### config.mk
export PLATFORM = sky130hd
export DESIGN_NAME = stripe_scheduler
export DESIGN_NICKNAME = d
export VERILOG_FILES = /design/src/rtl/gene_pkg.sv /design/src/rtl/stripe_b_loader.sv /design/src/rtl/stripe_scheduler.sv
export SDC_FILE = /design/constraint.sdc
export NUM_CORES = 1
export LEC_CHECK = 0
export BUFFER_PORTS_ARGS = -buffer_cell sky130_fd_sc_hd__buf_2
export CAP_MARGIN = 20
export CORE_ASPECT_RATIO = 0.8
export CORE_UTILIZATION = 45
export DETAILED_ROUTE_END_ITERATION = 8
export GPL_ROUTABILITY_DRIVEN = 0
export PLACE_DENSITY_LB_ADDON = 0.3
export SYNTH_ARGS = -nofsm -noshare
export SYNTH_HDL_FRONTEND = slang
export SYNTH_SLANG_ARGS = --single-unit
export TNS_END_PERCENT = 1
### constraint.sdc
create_clock -name i_clk -period 6.3 [get_ports i_clk]
set_input_delay 0 -clock i_clk [delete_from_list [all_inputs] [get_ports i_clk]]
set_output_delay 0 -clock i_clk [all_outputs]
set_load 0.01 [all_outputs]
### src/rtl/gene_pkg.sv
// Shared constants, base/position types and the stripe scheduler state encoding.
package gene_pkg;

    localparam int unsigned N_PE    = 64;
    localparam int unsigned SEQ_LEN = 1024;
    localparam int unsigned SCORE_W = 14;

    typedef logic [1:0] base_t;
    typedef logic [9:0] pos_t;

    typedef enum logic [2:0] {
        StIdle,
        StLoadB,
        StGap,
        StStream,
        StDrain,
        StReport,
        StDone
    } state_e;

endpackage

### src/rtl/stripe_b_loader.sv
// Fetches the N_PE B bases of one stripe and holds them in the PE-facing slot register.
module stripe_b_loader #(
    parameter int unsigned N_PE = gene_pkg::N_PE
) (
    input  logic                clk_i,
    input  logic                rst_ni,
    input  logic                load_i,
    input  logic [3:0]          k_i,
    input  gene_pkg::base_t     b_data_i,
    output gene_pkg::pos_t      b_addr_o,
    output logic [2*N_PE-1:0]   pe_b_o,
    output logic                done_o
);
    import gene_pkg::*;

    localparam int unsigned CW = $clog2(N_PE + 1);

    logic [CW-1:0]     cnt_q, cnt_d;
    logic [2*N_PE-1:0] pe_b_q, pe_b_d;
    logic              issue;

    // cnt runs 0..N_PE: addresses go out on 0..N_PE-1, data lands on 1..N_PE.
    assign issue    = load_i && (cnt_q < CW'(N_PE));
    assign done_o   = load_i && (cnt_q == CW'(N_PE));
    assign b_addr_o = issue ? (pos_t'(k_i) * pos_t'(N_PE) + pos_t'(cnt_q)) : '0;
    assign pe_b_o   = pe_b_q;

    always_comb begin
        cnt_d  = load_i ? cnt_q + CW'(1) : '0;
        pe_b_d = pe_b_q;
        if (load_i && (cnt_q != '0)) begin
            pe_b_d[2*(int'(cnt_q) - 1) +: 2] = b_data_i;
        end
    end

    always_ff @(posedge clk_i or negedge rst_ni) begin
        if (!rst_ni) begin
            cnt_q  <= '0;
            pe_b_q <= '0;
        end else begin
            cnt_q  <= cnt_d;
            pe_b_q <= pe_b_d;
        end
    end

endmodule

### src/rtl/stripe_scheduler.sv
// Stripe scheduler: loads a B window per stripe, streams A bases to the PE array,
// waits for the stripe end (or drain timeout) and reports one result per stripe.
module stripe_scheduler #(
    parameter int unsigned N_PE    = gene_pkg::N_PE,
    parameter int unsigned SEQ_LEN = gene_pkg::SEQ_LEN,
    parameter int unsigned SCORE_W = gene_pkg::SCORE_W,
    parameter int unsigned DRAIN   = 128
) (
    input  logic                i_clk,
    input  logic                i_rst_n,
    input  logic                i_go,
    input  logic [4:0]          i_num_stripes,
    output logic                o_busy,
    output logic                o_done,
    output logic [9:0]          o_a_addr,
    input  logic [1:0]          i_a_data,
    output logic [9:0]          o_b_addr,
    input  logic [1:0]          i_b_data,
    output logic                o_pe_start,
    output logic [1:0]          o_pe_A,
    output logic [2*N_PE-1:0]   o_pe_B,
    input  logic                i_pe_stripe_end,
    input  logic [9:0]          i_pe_start_position,
    input  logic [9:0]          i_pe_end_position,
    input  logic [SCORE_W-1:0]  i_pe_max,
    output logic                o_res_valid,
    output logic [3:0]          o_res_stripe,
    output logic [9:0]          o_res_start,
    output logic [9:0]          o_res_end,
    output logic [SCORE_W-1:0]  o_res_max,
    output logic                o_res_overrun
);
    import gene_pkg::*;

    localparam pos_t        LastPos = pos_t'(SEQ_LEN - 1);
    localparam int unsigned DW      = $clog2(DRAIN + 1);

    // Reset asserts asynchronously but is released on a clock edge.
    logic [1:0] rst_sync_q;
    logic       rst_n;

    always_ff @(posedge i_clk or negedge i_rst_n) begin
        if (!i_rst_n) rst_sync_q <= 2'b00;
        else          rst_sync_q <= {rst_sync_q[0], 1'b1};
    end
    assign rst_n = rst_sync_q[1];

    state_e              state_q, state_d;
    logic [3:0]          k_q, k_d;
    logic [4:0]          num_q, num_d;
    pos_t                s_q, s_d, a_addr_q, a_addr_d;
    logic                last_q, last_d;
    logic [DW-1:0]       drain_q, drain_d;
    pos_t                cap_end_q, cap_end_d, cap_sp_q, cap_sp_d;
    logic [SCORE_W-1:0]  cap_max_q, cap_max_d;
    logic                cap_ovr_q, cap_ovr_d;
    logic                take_pe, load_done;
    logic [10:0]         s_sum;
    logic [4:0]          k_inc;
    pos_t                b_addr;

    stripe_b_loader #(
        .N_PE (N_PE)
    ) u_b_loader (
        .clk_i    (i_clk),
        .rst_ni   (rst_n),
        .load_i   (state_q == StLoadB),
        .k_i      (k_q),
        .b_data_i (i_b_data),
        .b_addr_o (b_addr),
        .pe_b_o   (o_pe_B),
        .done_o   (load_done)
    );
    assign o_b_addr = b_addr;

    assign s_sum = {1'b0, s_q} + {1'b0, cap_sp_q};
    assign k_inc = {1'b0, k_q} + 5'd1;
    assign o_busy = (state_q != StIdle);

    always_comb begin
        state_d     = state_q;
        k_d         = k_q;
        num_d       = num_q;
        s_d         = s_q;
        a_addr_d    = a_addr_q;
        last_d      = last_q;
        drain_d     = drain_q;
        cap_end_d   = cap_end_q;
        cap_sp_d    = cap_sp_q;
        cap_max_d   = cap_max_q;
        cap_ovr_d   = cap_ovr_q;
        take_pe     = 1'b0;
        o_a_addr    = '0;
        o_pe_start  = 1'b0;
        o_pe_A      = '0;
        o_res_valid = 1'b0;
        o_done      = 1'b0;
        unique case (state_q)
            StIdle: begin
                if (i_go) begin
                    state_d = StLoadB;
                    k_d     = '0;
                    s_d     = '0;
                    if (i_num_stripes == 5'd0)      num_d = 5'd1;
                    else if (i_num_stripes > 5'd16) num_d = 5'd16;
                    else                            num_d = i_num_stripes;
                end
            end
            StLoadB: begin
                if (load_done) state_d = StGap;
            end
            StGap: begin
                // First A read goes out here so data is valid on the first STREAM cycle.
                o_a_addr = s_q;
                a_addr_d = s_q + pos_t'(1);
                last_d   = (s_q == LastPos);
                state_d  = StStream;
            end
            StStream: begin
                o_pe_start = 1'b1;
                o_pe_A     = i_a_data;
                if (!last_q) begin
                    o_a_addr = a_addr_q;
                    a_addr_d = a_addr_q + pos_t'(1);
                    last_d   = (a_addr_q == LastPos);
                end
                if (i_pe_stripe_end) begin
                    take_pe = 1'b1;
                    state_d = StReport;
                end else if (last_q) begin
                    drain_d = '0;
                    state_d = StDrain;
                end
            end
            StDrain: begin
                if (i_pe_stripe_end) begin
                    take_pe = 1'b1;
                    state_d = StReport;
                end else if (drain_q == DW'(DRAIN - 1)) begin
                    cap_end_d = LastPos;
                    cap_max_d = '0;
                    cap_sp_d  = '0;
                    cap_ovr_d = 1'b1;
                    state_d   = StReport;
                end else begin
                    drain_d = drain_q + DW'(1);
                end
            end
            StReport: begin
                o_res_valid = 1'b1;
                s_d         = (s_sum > {1'b0, LastPos}) ? LastPos : s_sum[9:0];
                k_d         = k_inc[3:0];
                state_d     = (k_inc == num_q) ? StDone : StLoadB;
            end
            StDone: begin
                o_done  = 1'b1;
                state_d = StIdle;
            end
            default: state_d = StIdle;
        endcase
        if (take_pe) begin
            cap_end_d = i_pe_end_position;
            cap_max_d = i_pe_max;
            cap_sp_d  = i_pe_start_position;
            cap_ovr_d = 1'b0;
        end
    end

    assign o_res_stripe  = o_res_valid ? k_q       : '0;
    assign o_res_start   = o_res_valid ? s_q       : '0;
    assign o_res_end     = o_res_valid ? cap_end_q : '0;
    assign o_res_max     = o_res_valid ? cap_max_q : '0;
    assign o_res_overrun = o_res_valid & cap_ovr_q;

    always_ff @(posedge i_clk or negedge rst_n) begin
        if (!rst_n) begin
            state_q   <= StIdle;
            k_q       <= '0;
            num_q     <= '0;
            s_q       <= '0;
            a_addr_q  <= '0;
            last_q    <= 1'b0;
            drain_q   <= '0;
            cap_end_q <= '0;
            cap_sp_q  <= '0;
            cap_max_q <= '0;
            cap_ovr_q <= 1'b0;
        end else begin
            state_q   <= state_d;
            k_q       <= k_d;
            num_q     <= num_d;
            s_q       <= s_d;
            a_addr_q  <= a_addr_d;
            last_q    <= last_d;
            drain_q   <= drain_d;
            cap_end_q <= cap_end_d;
            cap_sp_q  <= cap_sp_d;
            cap_max_q <= cap_max_d;
            cap_ovr_q <= cap_ovr_d;
        end
    end

endmodule

# Yosys cells after proc, flatten, opt, wreduce, memory -nomap -nowiden
# Index checks and enable logic that the tools add are counted.
# Widths: inputs -> output; s select.
# totals
output_inout_bits,193
reg_bits,213
# op_classes
magnitude_cmp,3
n_shift,2
add_sub_neg,9
n_reduce_logical,19
eq_ne,21
n_mux,55
n_bitwise,1
# op_table
cell,n
$mux 10,15
$bwmux 128,1
$shift 2x33->128 const A,1
$shiftx 2x33->128,1
$mux 14,5
$pmux 10 s2,3
$neg 32->33,1
$mux 8,4
$mux 3,7
$add 10x1->10 const B,2
$eq 10x10->1 const B,2
$pmux 3 s6,1
$pmux 8 s2,1
$ne 2x2->1 const B,7
$add 10x10->11,1
$gt 11x10->1 const B,1
$add 10x7->10,1
$mux 1,10
$mux 5,2
$reduce_bool 2->1,5
$eq 3x3->1 const B,3
$add 8x1->8 const B,1
$eq 8x7->1 const B,1
$mux 4,2
other kinds (26),32

# Longest topological paths before layout
# Gate-level depths: netlist of run 1.
# logic_depth
ltp_word,5
mapped_depth,18
depth_no_buf,14

# Modules after synthesis
# Synthesis of run 1 repeated with hierarchy kept, for this count alone.
# unflattened
hier_cells,1035
hier_area_um2,11624.9
# modules_own_cells
module,seq_area_each_um2,area_per_inst_um2,cells_per_inst,instances
stripe_b_loader,3378.2,6982.9,536,1
stripe_scheduler,1951.9,4642.0,499,1

# Least setup slack after synthesis of run 1
# OpenSTA, ideal clock, no wires.
# synth_timing
kind,flip-flop to flip-flop
startpoint,register u_b_loader.cnt_q[0]
endpoint,"register u_b_loader.pe_b_q[68], in the netlist u_b_loader.pe_b_o[68]"
n_path_buf,4
synth_period_minus_slack_ps,4742
stages_incl_launch_ff,19
setup_ps,125
required_ps,6175
path_slack_ps,1558
t_arrival_ps,4617
path_cell_list,dfrtp_1 > clkbuf_1 > inv_1 > ha_1 > buf_2 > nor4b_1 > a22oi_1 > a2111oi_4 > buf_6 > inv_1 > ha_1 > nand4_1 > or4_1 > a221o_1 > buf_6 > or4_4 > nor2_4 > nand2_2 > mux2_4
# synth_via
elab_chain_len,4
elab_cells_between_ends,7
cone_classes,add/sub (2); shift (2); mux (1); reduce/logical (2)
# synth_lines
item,line_no,source
from (decl),stripe_b_loader.sv:18,"logic [CW-1:0] cnt_q, cnt_d;"
from (signal assigned),stripe_b_loader.sv:41,cnt_q <= cnt_d;
$sub 7x1->8,stripe_b_loader.sv:32,pe_b_d[2*(int'(cnt_q) - 1) +: 2] = b_data_i;
$neg 32->33,stripe_b_loader.sv:32,
$shiftx 2x33->128 / $shift 2x33->128 (equally long branches),stripe_b_loader.sv:32,
$bwmux 128,stripe_b_loader.sv:32,
to (signal assigned),stripe_b_loader.sv:42,pe_b_q <= pe_b_d;
to (decl),stripe_b_loader.sv:19,"logic [2*N_PE-1:0] pe_b_q, pe_b_d;"
# Several ways; a longest one is shown, not always the timed one.
# A chain may end at the register's enable or synchronous reset.

# Final worst setup path of run 1
# layout_timing
startpoint,register u_b_loader.cnt_q[0]
endpoint,"register u_b_loader.pe_b_q[116], in the netlist u_b_loader.pe_b_o[116]"
# Same word-level chain as after synthesis.

==> impl_metrics.csv, run 1 <==
group,metric,value,unit
outcome,outcome,"completed",
synthesis,ys_types,83,
global_routing,grt_pass1_wl,52100,um
floorplanning,start_util,0.460,
synthesis,synth_area_leaders,"dfrtp_1, o21ai_0, mux2_2",
synthesis,netlist.area_leader.share,0.475,
global_routing,grt_use_total,0.261,
routing,routed_wl,33500,um
finish,nets,1456,
synthesis,synthesis.instances,1123,
routing,drc,0,
synthesis,synthTopCellsByCount,"dfrtp_1, nand2_1, o21ai_0, nor2_1, and2_1",
sta,fmax,0.187,GHz
power_and_ir_drop,p_per_area,373,mW/mm2
sta,relSlewSlack,0.275,
sta,hold_violations,0,
clock_network,cts_setup_buffers,0,
synthesis,synth-async-reset-ratio,1.00,
routing,dr.pass1.iters,8,
clock_network,clock_latency,0.52,ns
sta,fin_tns_setup,0,ns
sta,post-route-period-util,0.851,
synthesis,syn_avg_cell_area,9.99,um2
synthesis,synth_seq_area_share,0.475,
synthesis,synth-main-ff-cell,"dfrtp_1",
placed_design,dpl.cell_count,1629,
synthesis,synthesis.nets,1198,
finish,area_growth_syn_to_layout,23.8,%
global_routing,grtUsageMet3,0.0793,
sta,slew_violations,0,
routing,ant_nets,0,
routing,routed_via_density,5.71,
clock_network,cts_resized,0,
setup_path,cp_data_arrival_time,5.76,ns
power_and_ir_drop,finalPower,5180,uW
global_routing,top_usage_layer,"met2",
hold_path,holdCritPathClass,"input pin to register",
clock_network,cts_buffers,24,
sta,skew,0.0104,ns
setup_path,worst_ep_required_time,6.70,ns
synthesis,yosysWarningCount,0,
floorplanning,coreArea,0.0244,mm2
synthesis,synth_area_leader_cell,"dfrtp_1",
synthesis,ys_ff_latch,213,
floorplanning,die-area,0.0256,mm2
run,max_cap_viol_count,0,
global_routing,grt_max_degree,165,
setup_path,worstSetupPathType,"register to register",
global_routing,met1_usage,0.372,
floorplanning,die_w,179,um
clock_network,tritoncts,"yes",
setup_path,worst_setup_path_end_kind,"register",
global_routing,overflow,0,
sta,worstMarginPinSlew,1.08,ns
floorplanning,ios,240,
clock_network,path_clk_slew,0.06,ns
sta,finalCriticalPeriod,5.36,ns
finish,antenna_cells,0,
clock_network,h-tree-depth,1,
power_and_ir_drop,leakagePower,0.00640,uW
clock_network,clk_path_buf_depth,3,
sta,setup_viol,0,
finish,drive_gt1_frac,0.266,
routing,vias,9812,
floorplanning,die_h,143,um
placed_design,port-buffer-count,239,
setup_path,start_kind,"register",
synthesis,synth_edf_count,0,
clock_network,hold_buffers,44,
global_routing,grt_antenna_before_repair,0,
synthesis,synth_area,0.0112,mm2
global_routing,use_met2,0.381,
power_and_ir_drop,ir_worst_vdd,0.245,mV
placed_design,dpl.hpwl,24000,um
finish,final_cells,1717,
sta,rsz0062_at_grt,"false",
routing,first_iter_violations,708,
global_routing,grt_pass1_vias,9436,
floorplanning,rows,51,
synthesis,synth_most_common_cell,"dfrtp_1",
clock_network,clockRootBuffer,"clkbuf_16",
setup_path,cp_max_fo,16,
clock_network,clkSinkCount,213,
routing,wl_per_cell,19.5,um
worst max-delay path: stages (launching register included):
cell	delay, ns
dfrtp_1	0.62
inv_1	0.18
ha_1	0.40
nor4b_1	0.45
a22oi_1	0.21
a2111oi_4	0.32
buf_4	0.27
inv_1	0.07
ha_1	0.29
nand4_1	0.09
or4_1	0.47
a221o_1	0.54
nor3_2	0.32
and3_1	0.33
nand3_1	0.26
mux2_2	0.39
where the power goes:
part           internal, uW  switching (uW)
Combinational           719            1230
Clock                   844             586
Sequential             1570             222
cell families after synthesis:
kind of cell | share of synthesized area
flip-flops | 0.475
buffers and inverters | 0.0378
XOR/XNOR | 0.0319
multiplexers | 0.0969
AO/OA/AOI/OAI | 0.140
other | 0.000334
adder cells (fa/ha/maj) | 0.0319
AND/OR/NAND/NOR | 0.186
area by class of cell:
cell class	instances	area, um2
Fill cell	2140	10500
Multi-Input combinational cell	807	5470
Sequential cell	213	5330
Timing Repair Buffer	291	1710
Clock buffer	31	677
Tap cell	318	398
Inverter	44	165
Clock inverter	13	138
flip-flops by register name (all words and copies together), names as in the netlist, 5 cells and up:
signal and count:
cap_sp_q 10, cap_max_q 14, s_q 10, drain_q 8
u_b_loader.cnt_q 7, num_q 5, cap_end_q 10, a_addr_q 10
u_b_loader.pe_b_o 128
cells in the final DEF (no fill, tap or decap), types with 4 or more instances in the layout:
master / synthesis / routed
a21oi_1: 33 / 33
a22o_1: 28 / 28
a22oi_1: 6 / 6
a31oi_1: 9 / 9
and2_1: 53 / 53
and3_1: 19 / 19
buf_2: 8 / 239
buf_4: 1 / 7
clkbuf_16: 0 / 24
clkbuf_8: 0 / 5
clkinv_2: 0 / 6
dfrtp_1: 213 / 212
dlygate4sd3_1: 0 / 44
ha_1: 27 / 27
inv_1: 44 / 44
mux2_1: 20 / 20
mux2_2: 49 / 49
mux2i_1: 28 / 28
nand2_1: 115 / 115
nand2b_1: 13 / 13
nand3_1: 42 / 42
nand4_1: 12 / 12
nor2_1: 73 / 73
nor2b_1: 7 / 7
nor3_1: 14 / 14
nor3_2: 4 / 4
nor3b_1: 7 / 7
nor4_1: 5 / 5
nor4b_1: 4 / 4
o21ai_0: 114 / 114
o22a_1: 11 / 11
o22ai_1: 6 / 6
o31ai_1: 4 / 4
or2_2: 4 / 4
or3_1: 6 / 6
xnor2_1: 18 / 18
xor2_1: 12 / 12
per-layer routing:
metal,vias up,share of wire
li1,4488,-
met1,4821,0.44
met2,441,0.43
met3,62,0.098
met4,0,0.030
met5,-,0
worst paths after layout:
kind | cells past startpoint | end | slack (ns) | startpoint
max | 15 | u_b_loader.pe_b_o[116] | 0.94 | u_b_loader.cnt_q[0]
min | 5 | state_q[2] | 0.12 | i_go
max reg2reg | 15 | u_b_loader.pe_b_o[116] | 0.94 | u_b_loader.cnt_q[0]
min reg2reg | 0 | cap_max_q[5] | 0.35 | rst_sync_q[1]
max in group asynchronous | 1 | drain_q[7] | 4.60 | rst_sync_q[1]
min in group asynchronous | 3 | rst_sync_q[1] | 0.32 | i_rst_n
per-stage QoR:
stage	cell area [um2]	hold WS (ns)	setup WS [ns]	util
floorplan	11200	-0.296	1.56	-
global placement	12600	-0.212	1.18	0.518
detailed placement	12600	-0.211	1.08	0.518
CTS	13900	0.115	1.05	0.570
global route	13900	0.207	0.673	0.570
finish	13900	0.123	0.941	0.570
Note: power is estimated with default switching activity, not from simulation.
==> inputs of run 2 (changes only) <==
RECOVER_POWER = 100   (was not set)
==> run 2 against run 1 <==
Against the previous run: the run now ends with max-capacitance violations, max-slew violations left; cell count stayed put; routed wire length up 0.11%; fmax shrank 3.5%; worst hold slack improved by 0.0059 ns; via count decreased by 0.44%; count of clock-buffer cells in the layout stayed put; non-clock buffer count did not move; design area shrank 1.9%; critical endpoint is now u_b_loader.pe_b_o[69]; highest routed layer unchanged.
==> impl_metrics.csv, run 2 (synthesis results as in run 1) <==
group,metric,value,unit
outcome,outcome,"finished with violations",
outcome,failed_checks,"max-capacitance violations, max-slew violations",
routing,dr.pass1.iters,5,
routing,routed_wl,33500,um
finish,final_common_cell,"dfrtp_1",
routing,vias,9769,
placed_design,dpl.hpwl,24000,um
setup_path,cp_max_fo,16,
sta,setup_viol,0,
power_and_ir_drop,p_int,3120,uW
finish,area_growth_syn_to_layout,21.4,%
power_and_ir_drop,switching_share,0.394,
sta,relSlewSlack,-0.490,
global_routing,use_met2,0.381,
clock_network,cts_setup_buffers,0,
routing,wl_per_cell,19.5,um
setup_path,worstRegToRegCells,15,
floorplanning,rows,51,
floorplanning,start_util,0.460,
clock_network,clk_path_buf_depth,3,
global_routing,grt_antenna_before_repair,0,
global_routing,overflow,0,
clock_network,cts_buffers,24,
setup_path,start_kind,"register",
sta,hold_violations,0,
routing,routed_via_density,5.69,
hold_path,min_path_cells,5,
power_and_ir_drop,finalPower,5140,uW
sta,skew,0.0105,ns
clock_network,tritoncts,"yes",
floorplanning,die-area,0.0256,mm2
global_routing,top_usage_layer,"met2",
global_routing,grt_pass1_wl,52100,um
clock_network,path_clk_slew,0.06,ns
sta,post-route-period-util,0.882,
finish,antenna_cells,0,
finish,fill_cells,2241,
run,max_cap_viol_count,4,
clock_network,clockRootBuffer,"clkbuf_16",
setup_path,worstSetupPathType,"register to register",
sta,finalCriticalPeriod,5.55,ns
global_routing,grt_use_total,0.261,
sta,worstMarginPinSlew,2.24,ns
global_routing,grtUsageMet3,0.0793,
finish,regArea,0.00533,mm2
routing,drc,0,
power_and_ir_drop,p_switching,2030,uW
finish,drive_gt1_frac,0.143,
sta,fin_tns_setup,0,ns
clock_network,clkSinkCount,213,
routing,ant_nets,0,
setup_path,worst_ep_required_time,6.70,ns
finish,multi_input_area,0.00543,mm2
global_routing,met1_usage,0.372,
power_and_ir_drop,p_per_area,378,mW/mm2
global_routing,grt_max_degree,165,
power_and_ir_drop,ir_worst_vdd,0.243,mV
clock_network,h-tree-depth,1,
floorplanning,ios,240,
sta,fmax,0.180,GHz
global_routing,grt_pass1_vias,9436,
sta,slew_violations,283,
setup_path,worst_setup_path_end_kind,"register",
power_and_ir_drop,leakagePower,0.00585,uW
power_and_ir_drop,p_clk_frac,0.278,
sta,rsz0062_at_grt,"false",
floorplanning,die_h,143,um
finish,final_cell_mix,"dfrtp_1, clkbuf_1, nand2_1, o21ai_0, buf_2",
power_and_ir_drop,seqPwrFrac,0.349,
power_and_ir_drop,pwr-share-comb,0.373,
hold_path,holdCritPathClass,"input pin to register",
finish,nets,1456,
floorplanning,coreArea,0.0244,mm2
finish,largest_reg_flops,128,
setup_path,cp_data_arrival_time,5.95,ns
floorplanning,die_w,179,um
placed_design,port-buffer-count,239,
routing,first_iter_violations,715,
clock_network,clock_latency,0.52,ns
==> run 2: cell count changes in the layout (fill, tap and decap cells not counted), moves of 2 or more <==
| cell | change |
|---|---|
| nor2_4 | -2 |
| and2_1 | -32 |
| nor2_1 | +2 |
| o21ai_1 | -2 |
| buf_2 | -161 |
| clkbuf_1 | +164 |
| o21ai_0 | +2 |
| and2_0 | +32 |
| buf_4 | -3 |
==> run 2: through the flow <==
step | area [um2] | setup WS (ns) | instances | hold slack (ns) | util
floorplan | 11200 | 1.56 | 1123 | -0.296 | -
global placement | 12600 | 1.18 | 1629 | -0.212 | 0.518
detailed placement | 12600 | 1.08 | 1629 | -0.211 | 0.518
CTS | 13900 | 1.05 | 1717 | 0.115 | 0.570
global route | 13600 | 0.453 | 1717 | 0.207 | 0.559
finish | 13600 | 0.746 | 1717 | 0.129 | 0.559
==> run 2: path summary, 6_finish.rpt <==
path | from | to | slack (ns)
max | u_b_loader.cnt_q[0] | u_b_loader.pe_b_o[69] | 0.75
min | i_go | state_q[2] | 0.13
max reg2reg | u_b_loader.cnt_q[0] | u_b_loader.pe_b_o[69] | 0.75
min reg2reg | rst_sync_q[0] | rst_sync_q[1] | 0.35
max in group asynchronous | rst_sync_q[1] | u_b_loader.pe_b_o[32] | 2.31
min in group asynchronous | i_rst_n | rst_sync_q[0] | 0.32
==> run 2: final cells by class <==
| class | count | area share |
|---|---|---|
| multi-input combinational | 807 | 0.399 |
| sequential | 213 | 0.391 |
| timing repair buffer | 291 | 0.109 |
| clock buffer | 31 | 0.0497 |
| tap | 318 | 0.0292 |
| inverter | 44 | 0.0121 |
| clock inverter | 13 | 0.0101 |
==> run 2: power groups by stage <==
stage               clock network [uW]  registers [uW]  logic (uW)
finish                            1430            1790        1920
global route                      1500            1820        2100
CTS                               1450            1790        1910
global placement                     0            1810        1840
detailed placement                   0            1800        1880
floorplan                            0            1740        1420
==> run 2: critical path, cell delays in order (launching register included) <==
cell       delay [ns]
dfrtp_1          0.61
inv_1            0.18
ha_1             0.40
nor4b_1          0.45
a22oi_1          0.21
a2111oi_4        0.32
buf_4            0.28
inv_1            0.07
ha_1             0.29
nand4_1          0.09
or4_1            0.47
a221o_1          0.53
or4_1            0.65
nor2_1           0.31
nand2_1          0.17
mux2_1           0.37
==> run 2: what timing repair did <==
item	4_1_cts	5_1_grt
gates resized for setup	0	0
hold buffers	44	0
endpoints found under the hold margin	53	0
==> run 2: metal layers <==
metal / share of wire / routed length [um]
met5: 0 / 0
met4: 0.028 / 942
met2: 0.43 / 14600
met1: 0.44 / 14900
met3: 0.094 / 3160
==> inputs of run 3 (changes only) <==
==> constraint.sdc (replaced) <==
create_clock -name i_clk -period 6.3 [get_ports i_clk]
set_input_delay 1.575 -clock i_clk [delete_from_list [all_inputs] [get_ports i_clk]]
set_output_delay 1.575 -clock i_clk [all_outputs]
set_load 0.01 [all_outputs]
==> run 3 against run 2 <==
Against the previous run: the flow still finishes with violations (max-capacitance violations, max-slew violations); critical path depth unchanged; first-iteration DRC count is 27% higher; sequential cell count is the same; sequential power barely moved; largest power group unchanged; count of clock-buffer cells in the layout rose by 4; clock skew grew 0.0056 ns; die area unchanged; design area is 3.3% lower.
==> impl_metrics.csv, run 3 (synthesis results as in run 1) <==
group,metric,value,unit
routing,vias,9539,
outcome,failed_checks,"max-capacitance violations, max-slew violations",
setup_path,worst_setup_path_end_kind,"register",
placed_design,dpl.cell_count,1628,
floorplanning,rows,51,
routing,wl_per_cell,19.9,um
clock_network,clk_path_buf_depth,3,
sta,fin_tns_setup,0,ns
global_routing,grt_use_total,0.257,
setup_path,crit_chain,"inv_1 > ha_1 > nor4bb_1 > o21ai_0 > a2111oi_4 > buf_4 > inv_1 > ha_1 > nand4_1 > or4_1 > a221o_1 > nor3_1 > and3_1 > nand3_1 > mux2_2",
sta,worstMarginPinSlew,2.24,ns
sta,skew,0.0160,ns
sta,fmax,0.177,GHz
sta,fin_ws,0.655,ns
finish,largest_reg_flops,128,
setup_path,critPathSlowestCell,"dfrtp_1",
sta,finalCriticalPeriod,5.64,ns
run,max_cap_viol_count,3,
clock_network,clockRootBuffer,"clkbuf_16",
floorplanning,start_util,0.460,
global_routing,grt_pass1_vias,9077,
global_routing,grt_max_degree,165,
finish,final_cell_mix,"dfrtp_1, clkbuf_1, o21ai_0, nand2_1",
power_and_ir_drop,ir_worst_vdd,0.233,mV
power_and_ir_drop,p_per_area,388,mW/mm2
setup_path,cp_data_arrival_time,6.06,ns
clock_network,clkSinkCount,213,
clock_network,cts_setup_buffers,0,
finish,drive_gt1_frac,0.141,
clock_network,clock_latency,0.53,ns
sta,setup_viol,0,
floorplanning,coreArea,0.0244,mm2
setup_path,crit_buf_inv,3,
clock_network,hold_buffers,0,
setup_path,worst_ep_required_time,6.71,ns
sta,relSlewSlack,-0.496,
setup_path,start_kind,"register",
sta,hold_violations,0,
placed_design,dpl.hpwl,23800,um
finish,final_cells,1671,
finish,final_common_cell,"dfrtp_1",
floorplanning,die_h,143,um
clock_network,cts_buffers,24,
clock_network,h-tree-depth,1,
clock_network,tritoncts,"yes",
power_and_ir_drop,leakagePower,0.00567,uW
global_routing,overflow,0,
sta,slew_violations,258,
sta,post-route-period-util,0.896,
routing,ant_nets,0,
routing,routed_wl,33200,um
clock_network,path_clk_slew,0.06,ns
setup_path,max_stage_delay,0.55,ns
finish,nets,1411,
finish,antenna_cells,0,
clock_network,cts_resized,0,
outcome,outcome,"finished with violations",
floorplanning,die-area,0.0256,mm2
setup_path,crit_family,"simple AND/OR/NAND/NOR gates",
sta,rsz0062_at_grt,"false",
placed_design,port-buffer-count,239,
finish,area_growth_syn_to_layout,17.4,%
setup_path,r2r_slack,0.66,ns
placed_design,dp_slack,1.11,ns
routing,first_iter_violations,909,
global_routing,grt_antenna_before_repair,0,
routing,routed_via_density,5.71,
setup_path,cp_max_fo,16,
routing,dr.pass1.iters,6,
routing,drc,0,
floorplanning,die_w,179,um
floorplanning,ios,240,
hold_path,holdCritPathClass,"register to register",
global_routing,grt_pass1_wl,51000,um
setup_path,worstSetupPathType,"register to register",
sta,hold-worst-slack,0.354,ns
-- run 3: per-stage QoR --
| stage | power, uW | area (um2) | util |
|---|---|---|---|
| finish | 5120 | 13200 | 0.541 |
| global route | 5410 | 13200 | 0.541 |
| CTS | 5120 | 13400 | 0.551 |
| detailed placement | 3670 | 12600 | 0.518 |
| global placement | 3640 | 12600 | 0.518 |
| floorplan | 3160 | 11200 | - |
-- run 3: layout make-up --
| class | instances | area, um2 |
|---|---|---|
| fill | 2298 | 11200 |
| multi-input combinational | 807 | 5430 |
| sequential | 213 | 5330 |
| timing repair buffer | 246 | 1040 |
| clock buffer | 35 | 702 |
| tap | 318 | 398 |
| inverter | 44 | 165 |
| clock inverter | 8 | 115 |
-- run 3: worst paths after layout --
check / start / end / cells past startpoint
max: u_b_loader.cnt_q[0] / u_b_loader.pe_b_o[116] / 15
min: rst_sync_q[0] / rst_sync_q[1] / 0
max reg2reg: u_b_loader.cnt_q[0] / u_b_loader.pe_b_o[116] / 15
min reg2reg: rst_sync_q[0] / rst_sync_q[1] / 0
max in group asynchronous: rst_sync_q[1] / u_b_loader.pe_b_o[5] / 1
min in group asynchronous: rst_sync_q[1] / cap_max_q[5] / 0
-- run 3: report_power, final --
part | internal (uW) | switching, uW
Sequential | 1570 | 246
Combinational | 674 | 1190
Clock | 857 | 576
Total | 3100 | 2010
-- run 3: layer usage --
metal  track usage  vias to the layer above  wire (um)
li1              -                     4385          -
met1         0.378                     4687      15000
met3        0.0775                       62       3110
met2         0.364                      403      14200
met5        0.0179                        -         62
met4        0.0665                        2        826
